**config.mk**
```make
export PLATFORM = sky130hd
export DESIGN_NAME = exec_sequencer
export DESIGN_NICKNAME = d
export VERILOG_FILES = /design/src/rtl/exec_sequencer.sv
export SDC_FILE = /design/constraint.sdc
export NUM_CORES = 1
export LEC_CHECK = 0
export CORE_ASPECT_RATIO = 1.5
export CORE_MARGIN = 3
export CORE_UTILIZATION = 25
export DETAILED_ROUTE_END_ITERATION = 12
export DONT_BUFFER_PORTS = 1
export PLACE_DENSITY_LB_ADDON = 0.05
export SLEW_MARGIN = 10
export SYNTH_ARGS = -nofsm -noshare
export SYNTH_HDL_FRONTEND = slang
export SYNTH_SLANG_ARGS = --single-unit
```
**constraint.sdc**
```tcl
create_clock -name clk -period 3 [get_ports clk]
set_input_delay 0.9 -clock clk [delete_from_list [all_inputs] [get_ports clk]]
set_output_delay 0.9 -clock clk [all_outputs]
set_load 0.1 [all_outputs]
```
**src/rtl/exec_sequencer.sv**
```systemverilog
// Run-control sequencer: fetch/execute phase, run/halt/step control and one PC breakpoint.
// Define INSTR_COUNT_EN to build the retired-instruction counter; otherwise instr_count reads 0.
module exec_sequencer #(
    parameter int unsigned       ADDR_W       = 12,
    parameter int unsigned       MISC_W       = 6,
    parameter logic [MISC_W-1:0] MISC_WR_MASK = 6'b000011,
    parameter bit                START_RUN    = 1'b0
) (
    input  logic              clk,
    input  logic              reset,
    input  logic              run_req,
    input  logic              halt_req,
    input  logic              step_req,
    input  logic              bp_en,
    input  logic [ADDR_W-1:0] bp_addr,
    input  logic [ADDR_W-1:0] pc,
    input  logic              dec_incPC,
    input  logic              dec_loadPC,
    input  logic              dec_loadA,
    input  logic              dec_loadFlags,
    input  logic [2:0]        dec_aluopcode,
    input  logic [MISC_W-1:0] dec_misc,
    output logic              phase,
    output logic              incPC,
    output logic              loadPC,
    output logic              loadA,
    output logic              loadFlags,
    output logic [2:0]        aluopcode,
    output logic [MISC_W-1:0] misc,
    output logic              running,
    output logic              bp_hit,
    output logic [15:0]       instr_count
);

    typedef enum logic [1:0] {ST_HALT, ST_RUN, ST_STEP} state_e;

    state_e state_q, state_d;
    logic   phase_q, phase_d;
    logic   bp_hit_q, bp_hit_d;
    logic   skip_q, skip_d;
    logic   pend_q, pend_d;
    logic   bp_fire;
    logic   exec_en;

    always_ff @(posedge clk or negedge reset) begin
        if (!reset) begin
            state_q  <= START_RUN ? ST_RUN : ST_HALT;
            phase_q  <= 1'b1;
            bp_hit_q <= 1'b0;
            skip_q   <= 1'b0;
            pend_q   <= 1'b0;
        end else begin
            state_q  <= state_d;
            phase_q  <= phase_d;
            bp_hit_q <= bp_hit_d;
            skip_q   <= skip_d;
            pend_q   <= pend_d;
        end
    end

    always_comb begin
        state_d  = state_q;
        phase_d  = phase_q;
        bp_hit_d = bp_hit_q;
        skip_d   = skip_q;
        pend_d   = pend_q;
        bp_fire  = bp_en && (pc == bp_addr) && phase_q && (state_q == ST_RUN) && !skip_q;
        case (state_q)
            ST_HALT: begin
                pend_d = 1'b0;
                // halt_req outranks both resume requests, step outranks run
                if (!halt_req) begin
                    if (step_req) begin
                        state_d = ST_STEP;
                        skip_d  = 1'b1;
                    end else if (run_req) begin
                        state_d  = ST_RUN;
                        skip_d   = 1'b1;
                        bp_hit_d = 1'b0;
                    end
                end
            end
            ST_RUN: begin
                if (bp_fire) begin
                    state_d  = ST_HALT;
                    bp_hit_d = 1'b1;
                    pend_d   = 1'b0;
                end else begin
                    phase_d = !phase_q;
                    if (phase_q) begin
                        skip_d = 1'b0;
                        if (halt_req) pend_d = 1'b1;
                    end else if (halt_req || pend_q) begin
                        state_d = ST_HALT;
                        pend_d  = 1'b0;
                    end
                end
            end
            ST_STEP: begin
                phase_d = !phase_q;
                if (phase_q) begin
                    skip_d = 1'b0;
                end else begin
                    state_d = ST_HALT;
                    pend_d  = 1'b0;
                end
            end
            default: state_d = ST_HALT;
        endcase
    end

    // reset gates the strobes directly so they drop without waiting for a clock
    assign exec_en   = reset && (state_q != ST_HALT) && !bp_fire;
    assign running   = (state_q != ST_HALT);
    assign phase     = phase_q;
    assign bp_hit    = bp_hit_q;
    assign incPC     = dec_incPC && exec_en;
    assign loadPC    = dec_loadPC && exec_en;
    assign loadA     = dec_loadA && exec_en;
    assign loadFlags = dec_loadFlags && exec_en;
    assign aluopcode = dec_aluopcode;
    assign misc      = exec_en ? dec_misc : (dec_misc & ~MISC_WR_MASK);

`ifdef INSTR_COUNT_EN
    logic [15:0] cnt_q;
    logic        boundary;

    assign boundary = (state_q != ST_HALT) && !phase_q;

    always_ff @(posedge clk or negedge reset) begin
        if (!reset)        cnt_q <= '0;
        else if (boundary) cnt_q <= cnt_q + 16'd1;
    end

    assign instr_count = cnt_q;
`else
    assign instr_count = '0;
`endif

endmodule

```
## After elaboration in Yosys (flattened, before gate mapping)

Cells that the tools add are included.
Widths: inputs -> output; s select.

- Equal/unequal tests: 14
- Mux-type cells: 28
- Reductions and logical operators: 24

Operators by type and width:

| operator | number |
|---|---|
| $mux 2 | 8 |
| $mux 1 | 15 |
| $eq 12x12->1 | 1 |
| $ne 2x2->1 const B | 6 |
| $logic_and 1x1->1 | 10 |
| $reduce_and 5->1 | 2 |
| $reduce_and 4->1 | 2 |
| $ne 3x3->1 const B | 2 |
| $pmux 1 s3 | 2 |
| $pmux 2 s3 | 1 |
| $reduce_bool 2->1 | 3 |
| $ne 4x3->1 const B | 1 |
| $ne 4x4->1 const B | 1 |
| $pmux 1 s2 | 2 |
| $logic_not 1->1 | 3 |
| $ne 3x2->1 const B | 1 |
| $reduce_bool 3->1 | 1 |
| $eq 2x1->1 const B | 1 |
| $eq 2x2->1 const B | 1 |
| $logic_not 2->1 | 1 |
| $reduce_and 2->1 | 1 |
| $logic_or 1x1->1 | 1 |

- Input port bits: 43
- Logic and storage cells: 71
- Output and inout port bits: 32
- Flip-flop bits (word level): 6

## Longest topological paths before layout

Gate-level depths: netlist (run 1).

- Depth after elaboration: 8
- Gate-level depth with buffers: 7

## Worst setup path after synthesis (run 1)

Ideal clock, no wire load.

- Path kind: input port to output port
- Start point: input port pc[4]
- End point: output port incPC
- Setup slack: -0.247 ns
- Data arrival time: 2.347 ns
- Cell stages on the path: 5
- Cell sequence: xnor2_1 nand4_1 nor4_4 nor3b_1 and2_1

- Longest elaborated chain between the ends: 8

RTL lines:

| item | line | source |
|---|---|---|
| start, declared | 16 | `input logic [ADDR_W-1:0] pc,` |
| $eq 12x12->1 | 67 | `bp_fire = bp_en && (pc == bp_addr) && phase_q && (state_q == ST_RUN) && !skip_q;` |
| $logic_and 1x1->1 (4 in a row) | 67 |  |
| $logic_not 1->1 | 113 | `assign exec_en = reset && (state_q != ST_HALT) && !bp_fire;` |
| $logic_and 1x1->1 | 113 |  |
| $logic_and 1x1->1 | 117 | `assign incPC = dec_incPC && exec_en;` |
| end, declared | 24 | `output logic incPC,` |

Every way passes these cells.

## Worst setup path after layout (run 1)

- Start point: input port bp_addr[11]
- End point: output port loadPC

- Longest elaborated chain between the ends: 8

RTL lines:

| item | line | source |
|---|---|---|
| start, declared | 15 | `input logic [ADDR_W-1:0] bp_addr,` |
| $eq 12x12->1 | 67 |  |
| $logic_and 1x1->1 (4 in a row) | 67 |  |
| $logic_not 1->1 | 113 |  |
| $logic_and 1x1->1 | 113 |  |
| $logic_and 1x1->1 | 118 | `assign loadPC = dec_loadPC && exec_en;` |
| end, declared | 25 | `output logic loadPC,` |

Every way passes these cells.

==> key figures, run 1 <==
GRT
  • Number of global-route vias before repair: 620
  • M3 GR Usage: 3.85%
  • Antenna violations before repair: 0
  • Met2 usage: 20.2%
  • Met1 Track Usage GR: 7.66%
  • Global-route congestion overflow total: 0
  • Largest net degree at the start of global routing: 8
  • Busiest grt layer: met2
  • Total Routing Usage GR: 10.3%
  • First-pass GRT wire length: 2.75 mm

Yosys
  • Netlist cell types: 27
  • YS warnings: 0
  • FF+latch count, synth: 6
  • Avg Inst Size Synth: 8.49 sq um
  • Largest cells by area after synthesis: buf_4 (23%), dfrtp_1 (16%), xnor2_1 (14%)
  • Seq/Total Area, Yosys: 19.8%
  • Synth top area share: 22.6%
  • Synth Cell Area: 764 sq um
  • Post-synth top area cell: buf_4
  • Syn Inst Count: 90

STA
  • Max Slew Vio Count: 0
  • Tmin final: 2.90 ns
  • Fmax: 345 MHz
  • Clock Skews: 0.00646 ns
  • Final setup fails: 0
  • Setup_tns: 0 ns
  • Worst slew margin: 37.7%
  • Final hold vios: 0
  • Tcrit/Tclk final: 96.5%
  • Unrepaired setup endpoints after global routing: false
  • Worst slew pin tran: 0.935 ns

Route
  • Vias/cell: 4.35
  • Post-route ant nets: 0
  • WL per Instance: 14.1 microns
  • 1st-iter DRT viols: 13
  • Drt total wl: 1.88 mm
  • Drc violations: 0
  • Initial DRT Pass Iterations: 4
  • Via count: 578

Placed design
  • GPL Wtd Cong: 0.695
  • IO buf count: 0
  • Post-DP HPWL: 1.65 mm

Outcome
  • Status: completed

Setup path
  • Startpoint types: input port
  • Maximum fanout along the worst path: 6
  • Setup crit end kind: output pin
  • WS Path Type: input port to output pin
  • Arrival time at the worst endpoint: 2.00 ns
  • Worst Path Required: 2.10 ns

Power and ir drop
  • Pwr Total: 922 uW
  • Maximum vdd drop: 420 uV
  • Static Leakage: 0.423 nW
  • P per Cell Area: 983 mW/mm^2

Clock tree
  • Num Clock Sinks: 6
  • Clock transition at path regs: 0.04 ns
  • Maximum clock path buffer count: 2
  • Total CTS buffers: 3
  • Max H-tree Level: 1
  • CTS tree: done
  • Clock root buffer: clkbuf_8
  • Worst-Skew Late Latency: 0.23 ns

Die
  • # rows: 24
  • Initial Utilization: 26.2%
  • Die X: 51.2 microns
  • DIE HEIGHT: 73.7 microns
  • Die area: 0.00377 sq mm
  • Core area: 0.00291 sq mm
  • Num ports: 75

Run
  • Max-Cap Viols: 0

Finish
  • Number of fillers in the final layout: 326
  • Area Growth Syn to Fin: 22.6%
  • Diode count: 0
  • Layout cells sized above 1: 28.7%
  • Most frequent cells in the layout: conb_1 (16), xnor2_1 (10), and2_4 (7)
  • Most common cell after layout, fill and taps aside: conb_1
  • Fin nets: 142

Hold path
  • Hold/Removal Path Class: input port to asynchronous set/reset pin
==> state kept, by name, indices dropped and copies added, names as in the netlist <==
| name | flops |
|---|---|
| pend_q | 1 |
| skip_q | 1 |
| phase | 1 |
| bp_hit | 1 |
| state_q | 2 |
==> layer usage <==
layer  part of all wire (%)  up-vias
li1                       -      266
met1                     27      258
met4                    2.7        0
met3                     13        7
met2                     57       47
met5                      0        -
==> critical path: stages <==
cell and delay [ns]:
xnor2_2 0.14, nand4_1 0.16, nor4_4 0.36, nor3b_4 0.11, and2_4 0.16, buf_12 0.16
==> metrics by stage <==
| step | hold WS, ns | cell area (sq um) | setup slack [ns] | instances | utilization (%) |
|---|---|---|---|---|---|
| floorplan | 0.466 | 832 | -0.0280 | 105 | - |
| global placement | 0.486 | 843 | 0.00748 | 129 | 29.0 |
| detailed placement | 0.485 | 843 | -0.0346 | 129 | 29.0 |
| CTS | 0.354 | 896 | 0.0164 | 133 | 30.8 |
| global route | 0.350 | 937 | 0.00316 | 133 | 32.2 |
| finish | 0.359 | 937 | 0.104 | 133 | 32.2 |
==> synth_stat cells (all sizes together) <==
cell type	n
nand2b	1
nand4	3
o21bai	1
nand3	1
o211ai	1
inv	6
dfstp	1
a22o	1
or2b	1
o21ai	2
dfrtp	5
mux2i	2
or3	1
nor4	1
nand2	4
buf	23
a21oi	5
and2	7
nor2	2
xnor2	12
nand3b	1
nor3b	1
conb	1
o31ai	2
or4	1
ha	4
==> layout make-up <==
| class | count | area, sq um | area share, % |
|---|---|---|---|
| timing repair buffer | 8 | 135 | 14.4 |
| tap | 39 | 48.8 | 5.21 |
| clock buffer | 4 | 45.0 | 4.81 |
| multi-input combinational | 70 | 531 | 56.6 |
| sequential | 6 | 155 | 16.6 |
| inverter | 6 | 22.5 | 2.40 |
==> worst paths after layout <==
| path | startpoint | end | slack, ns | cells past startpoint |
|---|---|---|---|---|
| hold / removal | reset | bp_hit | 0.36 | 0 |
| setup / recovery | bp_addr[11] | loadPC | 0.10 | 6 |
| hold reg to reg | skip_q | skip_q | 0.50 | 1 |
| setup reg to reg | state_q[0] | bp_hit | 0.70 | 6 |
| max in group asynchronous | reset | phase | 2.47 | 0 |
| min in group clk | skip_q | skip_q | 0.50 | 1 |
==> kinds of logic after synthesis <==
kind of cell	Yosys count	share of synthesized area (%)
compound gates	12	10.3
other cells	1	0.491
fa+ha+maj	4	6.55
mux	2	2.62
buf+inv	29	25.5
flops	6	19.8
simple gates	24	21.0
xor+xnor	12	13.7
==> what timing repair did <==
item | CTS | global route
gates resized for setup | 2 | 12
hold endpoints to repair | 0 | 0
buffers inserted | 0 | 0
endpoints found under the setup margin | 6 | 6
pin swaps | 1 | 10
hold buffers | 0 | 0
==> power breakdown <==
group	switching [mW]	internal [mW]	total [mW]
registers	0.0216	0.121	0.143
clock network	0.0456	0.0923	0.138
logic	0.454	0.186	0.641
No activity file was read; power rests on OpenSTA's default activity.
==> inputs of run 2 (changes only) <==
--- a/config.mk
+++ b/config.mk
@@ -11,6 +11,7 @@
 export DETAILED_ROUTE_END_ITERATION = 12
 export DONT_BUFFER_PORTS = 1
 export PLACE_DENSITY_LB_ADDON = 0.05
+export SKIP_LAST_GASP = 1
 export SLEW_MARGIN = 10
 export SYNTH_ARGS = -nofsm -noshare
 export SYNTH_HDL_FRONTEND = slang
==> results of run 2 <==
No change in the layout: final DEF, timing and power equal those of run 1.
==> inputs of run 3 (changes only) <==
--- a/config.mk
+++ b/config.mk
@@ -5,9 +5,10 @@
 export SDC_FILE = /design/constraint.sdc
 export NUM_CORES = 1
 export LEC_CHECK = 0
-export CORE_ASPECT_RATIO = 1.5
+export ABC_AREA = 0
+export ABC_CLOCK_PERIOD_IN_PS = 3000
 export CORE_MARGIN = 3
-export CORE_UTILIZATION = 25
+export CORE_UTILIZATION = 49
 export DETAILED_ROUTE_END_ITERATION = 12
 export DONT_BUFFER_PORTS = 1
 export PLACE_DENSITY_LB_ADDON = 0.05
==> key figures, run 3 (synthesis gave the netlist of run 1 again) <==
Finish
  • Fin cells: 110 (was 133)
  • Largest register FFs: 2 (unchanged)
  • Most common cell after layout, fill and taps aside: conb_1 (unchanged)
  • Fin nets: 143 (was 142)
  • Most frequent cells in the layout: conb_1 (16), xnor2_1 (11), and2_2 (6), buf_12 (6) (was conb_1 (16), xnor2_1 (10), and2_4 (7))
  • Diode count: 0 (unchanged)
  • Number of fillers in the final layout: 136 (was 326)
  • Most flop-heavy register: state_q (unchanged)
  • Area Growth Syn to Fin: 14.1% (was 22.6%)
  • Layout cells sized above 1: 27.4% (was 28.7%)

STA
  • Clock Skews: 0.00775 ns (was 0.00646 ns)
  • Final hold vios: 0 (unchanged)
  • Tcrit/Tclk final: 97.6% (was 96.5%)
  • Fmax: 341 MHz (was 345 MHz)
  • Max Slew Vio Count: 0 (unchanged)
  • Final setup fails: 0 (unchanged)
  • Worst slew margin: 38.3% (was 37.7%)
  • Worst slew pin tran: 0.926 ns (was 0.935 ns)
  • Tmin final: 2.93 ns (was 2.90 ns)
  • Min Hold Slack: 0.333 ns (was 0.359 ns)
  • Unrepaired setup endpoints after global routing: true (was false)

Die
  • Die X: 45.5 microns (was 51.2 microns)
  • Core area: 0.00138 sq mm (was 0.00291 sq mm)
  • DIE HEIGHT: 45.5 microns (was 73.7 microns)
  • Num ports: 75 (unchanged)
  • # rows: 13 (was 24)
  • Initial Utilization: 55.3% (was 26.2%)
  • Die area: 0.00207 sq mm (was 0.00377 sq mm)

Route
  • Initial DRT Pass Iterations: 4 (unchanged)
  • Post-route ant nets: 0 (unchanged)
  • Drt total wl: 1.57 mm (was 1.88 mm)
  • Via count: 553 (was 578)
  • Drc violations: 0 (unchanged)
  • WL per Instance: 14.3 microns (was 14.1 microns)
  • Vias/cell: 5.03 (was 4.35)
  • 1st-iter DRT viols: 3 (was 13)

GRT
  • Global-route congestion overflow total: 0 (unchanged)
  • Largest net degree at the start of global routing: 8 (unchanged)
  • First-pass GRT wire length: 2.31 mm (was 2.75 mm)
  • Antenna violations before repair: 0 (unchanged)
  • Total Routing Usage GR: 15.8% (was 10.3%)
  • Number of global-route vias before repair: 545 (was 620)

Clock tree
  • Clock root buffer: clkbuf_4 (was clkbuf_8)
  • Num Clock Sinks: 6 (unchanged)
  • CTS tree: done (unchanged)
  • Maximum clock path buffer count: 2 (unchanged)
  • Max H-tree Level: 1 (unchanged)
  • Worst-Skew Late Latency: 0.26 ns (was 0.23 ns)
  • Clock transition at path regs: 0.05 ns (was 0.04 ns)
  • Total CTS buffers: 3 (unchanged)

Setup path
  • Startpoint types: input port (unchanged)
  • Reg-to-reg slack, setup: 0.72 ns (was 0.70 ns)
  • Setup crit end kind: output pin (unchanged)
  • Maximum fanout along the worst path: 6 (unchanged)
  • CP top delay family: simple AND/OR/NAND/NOR gates (unchanged)
  • Slowest stage delay, CP: 0.33 ns (was 0.36 ns)
  • WS Path Type: input port to output pin (unchanged)
  • Worst Setup SP: bp_addr[3] (was bp_addr[11])
  • FF-to-FF path depth: 6 (unchanged)
  • Worst setup path endpoint: loadPC (unchanged)
  • Reg2reg end: bp_hit (unchanged)
  • Worst Path Required: 2.10 ns (about the same)
  • Critical path, cell by cell: xnor2_1 -> nand4_2 -> nor4_4 -> nor3b_2 -> and2_2 -> buf_12 (was xnor2_2 -> nand4_1 -> nor4_4 -> nor3b_4 -> and2_4 -> buf_12)
  • Crit Reg-Reg Startpoint: state_q[0] (unchanged)
  • Arrival time at the worst endpoint: 2.03 ns (was 2.00 ns)
  • Slowest-stage cell, CP: nor4_4 (unchanged)
  • Critical path buffers and inverters: 1 (unchanged)
  • Crit path depth: 6 (unchanged)

Placed design
  • Placed Cells: 105 (was 129)
  • GPL Wtd Cong: 0.758 (was 0.695)
  • Post-DP HPWL: 1.35 mm (was 1.65 mm)
  • IO buf count: 0 (unchanged)

Hold path
  • Hold/Removal Path Class: input port to asynchronous set/reset pin (unchanged)

Run
  • Max-Cap Viols: 0 (unchanged)

Power and ir drop
  • Maximum vdd drop: 519 uV (was 420 uV)
  • Static Leakage: 0.408 nW (was 0.423 nW)
  • P per Cell Area: 972 mW/mm^2 (was 983 mW/mm^2)

Outcome
  • Status: completed (unchanged)
==> run 3: changes by cell type in the layout (fill, tap and decap cells not counted), sizes merged <==
cell and delta:
buf +1
==> run 3: worst min-delay path by stage <==
stage / cells past startpoint / end / startpoint
after global placement: 1 / skip_q / skip_q
after global routing: 0 / skip_q / reset
final: 0 / skip_q / reset
after CTS: 0 / state_q[0] / reset
after floorplan: 1 / skip_q / skip_q
after detailed placement: 1 / skip_q / skip_q
==> run 3: stage by stage <==
step                total power [mW]  area (sq um)  setup TNS (ns)  setup slack (ns)  utilization [%]
global placement               0.743           813               0            0.0693             58.8
global route                   0.896           872          -0.185           -0.0355             63.1
floorplan                      0.692           832          -0.168           -0.0280                -
finish                         0.848           872               0            0.0711             63.1
CTS                            0.840           845               0            0.0142             61.1
detailed placement             0.749           813               0           0.00676             58.8
==> run 3: layer usage <==
layer	up-vias	track usage (%)	wire [microns]
met5	-	0	0
met4	0	7.60	19
met3	2	4.74	239
met2	44	28.4	780
met1	239	16.5	530
li1	268	-	-
==> run 3: power by group <==
part / internal (mW) / switching, mW
clock network: 0.0508 / 0.0357
logic: 0.171 / 0.449
registers: 0.121 / 0.0204
total: 0.343 / 0.505
==> run 3: layout make-up <==
| class | instances | area (sq um) | area share (%) |
|---|---|---|---|
| well taps | 15 | 18.8 | 2.15 |
| clock buffers | 4 | 26.3 | 3.01 |
| multi-input cells | 70 | 507 | 58.1 |
| flip-flops and latches | 6 | 155 | 17.8 |
| repair buffers | 9 | 143 | 16.4 |
| inverters | 6 | 22.5 | 2.58 |
==> run 3: repair_timing <==
action	in CTS	in global routing
hold buffers	0	0
cloned	0	0
setup endpoints to repair	6	6
endpoints found under the hold margin	0	0
resized for setup	1	4
setup buffers	0	1
pin swaps	1	1
==> RTL edit 1 (flow settings as in run 2) <==
Change the parameter `START_RUN` from 1'b0 to 1'b1.
--- a/src/rtl/exec_sequencer.sv
+++ b/src/rtl/exec_sequencer.sv
@@ -5,5 +5,5 @@
     parameter int unsigned       MISC_W       = 6,
     parameter logic [MISC_W-1:0] MISC_WR_MASK = 6'b000011,
-    parameter bit                START_RUN    = 1'b0
+    parameter bit                START_RUN    = 1'b1
 ) (
     input  logic              clk,
Behaviour: not the same (a bounded check fails within 4 cycles, from zero or initial values and one cycle with reset low).
==> RTL edit 1 against run 2 <==
Register-to-register slack improved by 70 ps; largest power group unchanged; setup slack got worse by 22 ps; die area rose by 0.15%; critical path type unchanged; power fell by 0.93%; area after synthesis rose by 0.16%; sequential cell count did not move; critical path depth did not move; design area rose by 2.5%; routed wire length fell by 1.6%; global-route usage fell by 0.10 points.
==> RTL edit 1: results (changes against run 2) <==
INFO  metric largest_register_ff_count = 2 (unchanged)
INFO  metric worst_slew_margin_rel = 0.389 (+0.0123)
INFO  metric crit_arrival = 2020 ps (+20 ps)
INFO  metric tritoncts.num_buffers = 3 (unchanged)
INFO  metric critPathLaunch = bp_addr[5]
INFO  metric seq_area_frac_synth = 0.199 (+0.00131)
INFO  metric clk-power = 134 µW (-3%)
INFO  metric critPathKind = in -> out
INFO  metric critical_path.reg2reg.startpoint = state_q[1]
INFO  metric grt_start_max_net_pins = 8 (unchanged)
INFO  metric drt_first_pass_iters = 1 (-3)
INFO  metric grt.total_usage = 0.102 (-0.00100)
INFO  metric p_leak = 0.447 nW (+5.7%)
INFO  metric worst_clock_skew = 8.64 ps (+2.17 ps)
INFO  metric grt_util_met3 = 0.0527 (+0.0142)
INFO  metric ir_drop = 0.386 mV (-8.0%)
INFO  metric outcome = finished, final reports clean
INFO  metric path_delay_family = simple AND/OR/NAND/NOR gates
INFO  metric final_layout_size_suffix_gt1_frac = 0.313 (+0.0253)
INFO  metric cpPeakStageDelay = 390 ps (+30 ps)
INFO  metric synth_area_leaders = sky130_fd_sc_hd__buf_4, sky130_fd_sc_hd__xnor2_1, sky130_fd_sc_hd__dfrtp_1
INFO  metric insertedDiodeCount = 0 (unchanged)
INFO  metric synth-async-reset-ratio = 1.00 (unchanged)
INFO  metric detail_route.vias_per_cell = 4.30 (-1.1%)
INFO  metric routedWlPerCell = 13.7 µm (-3.1%)
INFO  metric switchingPower = 511 µW (-2.1%)
INFO  metric gpl.final_weighted_congestion = 0.701 (+0.94%)
INFO  metric post_cts_resized = 1 (-1)
INFO  metric hold_path_class = in -> async
INFO  metric layout.nets = 144 (+1.4%)
INFO  metric gr-usage-met2 = 0.194 (-0.00861)
INFO  metric first_global_vias = 630 (+1.6%)
INFO  metric drt-initial-drc-count = 0 (-13)
INFO  metric worst-path-max-fanout = 6 (unchanged)
INFO  metric postCtsSetupRepairBufs = 0 (unchanged)
INFO  metric grt_first_pass_wirelength = 2790 µm (+1.2%)
INFO  metric use_met1 = 0.0824 (+0.00577)
INFO  metric synth_top_cells_by_count = sky130_fd_sc_hd__buf_4, sky130_fd_sc_hd__xnor2_1, sky130_fd_sc_hd__and2_1
INFO  metric detailed_place_hpwl = 1660 µm (+0.50%)
-- RTL edit 1: metrics by stage --
stage                     area [µm²]  cells  setup TNS (ps)  total power, mW  setup slack [ps]
after floorplan                  833    105            -168            0.696             -28.0
after global placement           860    131               0            0.768              14.2
after detailed placement         860    131            -225            0.765             -44.1
after CTS                        910    135               0            0.908              10.1
after global routing             961    135               0            0.969              8.28
final                            961    135               0            0.913              81.9
-- RTL edit 1: worst paths after layout --
| kind | slack (ps) | endpoint | cells after the start |
|---|---|---|---|
| setup / recovery | 80 | loadPC | 6 |
| hold / removal | 360 | bp_hit | 0 |
| setup reg to reg | 770 | bp_hit | 6 |
| hold reg to reg | 500 | skip_q | 1 |
| max in group asynchronous | 2460 | state_q[0] | 0 |
| min in group clk | 500 | skip_q | 1 |
-- RTL edit 1: logic make-up (layout without fill, tap and decap cells) --
logic type               after synthesis  count (layout)  synth area share
AND/OR/NAND/NOR                       24              24             0.209
other                                  1              16           0.00490
XOR/XNOR                              12              12             0.137
AO/OA/AOI/OAI                         12              12             0.103
buffers and inverters                 29              20             0.255
flip-flops                             6               6             0.199
multiplexers                           2               2            0.0261
adder cells (fa/ha/maj)                4               4            0.0654
-- RTL edit 1: routing by layer --
metal	up-vias	part of all wire
met5	-	0
met4	0	0.019
met3	5	0.13
met2	43	0.57
met1	262	0.28
li1	270	-
-- RTL edit 1: cell type report --
type,count,area (µm²)
flip-flops and latches,6,156
repair buffers,10,150
clock buffers,4,45.0
inverters,6,22.5
well taps,39,48.8
fillers,334,1950
multi-input cells,70,538
-- RTL edit 1: worst reg2reg max path, delay by kind of cell (launching register included) --
family	cells	cell delay, ps
buffers and inverters	2	580
AOI/OAI and AO/OA	1	160
DFF	1	380
and+or+nand+nor	2	710
adders and majority gates	1	300
==> RTL edit 2 (settings of run 2) <==
Without the edit above. Encoding of `state_e`: now one-hot (3 bits for 3 states).
--- a/src/rtl/exec_sequencer.sv
+++ b/src/rtl/exec_sequencer.sv
@@ -33,5 +33,5 @@
 );
 
-    typedef enum logic [1:0] {ST_HALT, ST_RUN, ST_STEP} state_e;
+    typedef enum logic [2:0] {ST_HALT = 3'b001, ST_RUN = 3'b010, ST_STEP = 3'b100} state_e;
 
     state_e state_q, state_d;
Formal check against the unedited RTL: no difference found for any inputs over 10 cycles, from zero or initial values and one cycle with reset low; not proved beyond that.
==> RTL edit 2 against run 2 <==
Routed wire length down 1.0%; setup slack worse by 35 ps; largest cell class unchanged; clock skew fell by 5.6 ps; final cell count up 5.3%; sequential power is 5% higher; critical path depth stayed put; sequential cell count rose by 1; area after synthesis rose by 8.3%; design area increased by 19%; count of clock-buffer cells in the layout stayed put; non-clock buffer count increased by 4; power down 17%; maximum frequency down 1.2%; die area grew 7.5%.
==> RTL edit 2: results (changes against run 2) <==
INFO  metric insertedDiodeCount = 0 (unchanged)
INFO  metric routedWlPerCell = 13.3 µm (-6.0%)
INFO  metric pre_cts_ws = 39.9 ps (+74.6 ps)
INFO  metric critical_path_s_slowest_cell = sky130_fd_sc_hd__nor4_4
INFO  metric detail_route.vias_per_cell = 4.52 (+4.0%)
INFO  metric worst_clock_skew = 0.818 ps (-5.65 ps)
INFO  metric grt_antenna_before_repair = 0 (unchanged)
INFO  metric gpl.final_weighted_congestion = 0.711 (+2.4%)
INFO  metric synth-async-reset-ratio = 1.00 (unchanged)
INFO  metric synth_area_leaders = sky130_fd_sc_hd__buf_4, sky130_fd_sc_hd__dfrtp_1, sky130_fd_sc_hd__xnor2_1
INFO  metric crit_arrival = 2030 ps (+30 ps)
INFO  metric seq_area_frac_synth = 0.215 (+0.0165)
INFO  metric numPortBuffers = 0 (unchanged)
INFO  metric detailed_place_hpwl = 1590 µm (-3.5%)
INFO  metric timing.reg2reg.setup_slack = 1250 ps (+550 ps)
INFO  metric drt-initial-drc-count = 14 (+1)
INFO  metric outcome = finished, final reports clean
INFO  metric ir_drop = 0.273 mV (-35%)
INFO  metric final_period_minus_worst_setup_slack = 2930 ps (+35.4 ps)
INFO  metric layout.nets = 144 (+1.4%)
INFO  metric first_global_vias = 618 (-0.32%)
INFO  metric grt_start_max_net_pins = 12 (+4)
INFO  metric grt.total_usage = 0.0896 (-0.0134)
INFO  metric grt_first_pass_wirelength = 2820 µm (+2.5%)
INFO  metric p_leak = 0.453 nW (+7.1%)
INFO  metric synth_top_cells_by_count = sky130_fd_sc_hd__buf_4, sky130_fd_sc_hd__xnor2_1, sky130_fd_sc_hd__nor3b_1
INFO  metric worst_slew_margin_rel = 0.406 (+0.0293)
INFO  metric dominantRegCellSynth = sky130_fd_sc_hd__dfrtp_1
INFO  metric largest_register_ff_count = 3 (+1)
INFO  metric final_layout_size_suffix_gt1_frac = 0.370 (+0.0828)
INFO  metric synth_cell_type_count = 33 (+22%)
INFO  metric fin_hold_ws = 368 ps (+9.04 ps)
==> RTL edit 2: through the flow <==
step	total power, mW	util	std cells	cell area [µm²]
6_report	0.761	0.353	140	1120
5_1_grt	0.799	0.353	140	1120
4_1_cts	0.766	0.326	138	1030
3_3_place_gp	0.626	0.312	134	986
3_5_place_dp	0.626	0.312	134	986
2_1_floorplan	0.596	-	110	973
==> RTL edit 2: cells by family after synthesis <==
logic type,Yosys count,synth area share
AOI/OAI and AO/OA,11,0.0937
xor gates and xnor gates,13,0.137
buffers and inverters,30,0.260
DFF,7,0.215
other,1,0.00453
and+or+nand+nor,33,0.290
==> RTL edit 2: layout make-up <==
| class | count | area (µm²) |
|---|---|---|
| repair buffers | 12 | 195 |
| multi-input cells | 73 | 633 |
| clock buffers | 4 | 45.0 |
| fillers | 338 | 2040 |
| well taps | 40 | 50.0 |
| flip-flops and latches | 7 | 178 |
| inverters | 4 | 15.0 |
==> RTL edit 2: worst register-to-register path, stage by stage, from the launching register on <==
cell	delay (ps)
sky130_fd_sc_hd__dfrtp_1	450
sky130_fd_sc_hd__and4bb_4	360
sky130_fd_sc_hd__nand4_2	100
sky130_fd_sc_hd__nor4_4	340
sky130_fd_sc_hd__buf_4	180
sky130_fd_sc_hd__clkbuf_16	120
sky130_fd_sc_hd__o21ai_0	70
==> RTL edit 2: worst paths after layout <==
path / from / endpoint / depth (start not counted)
max: bp_addr[9] / loadFlags / 6
min: reset / state_q[2] / 0
max reg2reg: state_q[2] / state_q[1] / 6
min reg2reg: skip_q / skip_q / 1
max in group asynchronous: reset / state_q[0] / 0
min in group clk: skip_q / skip_q / 1
==> RTL edit 2: where the power goes <==
part           internal [mW]  total (mW)  switching (mW)
registers              0.126       0.150          0.0237
clock network         0.0919       0.133          0.0408
logic                  0.140       0.478           0.338
==> RTL edit 2: what timing repair did <==
| action | 4_1_cts | 5_1_grt |
|---|---|---|
| buffers inserted | 0 | 1 |
| gates resized for setup | 0 | 7 |
| setup endpoints to repair | 0 | 6 |
==> RTL edit 2: metal layers <==
layer	vias up	global-route usage	share of wire
li1	300	-	-
met3	0	0.0313	0.13
met1	297	0.0917	0.32
met5	-	0	0
met4	0	0.0332	0
met2	36	0.159	0.55
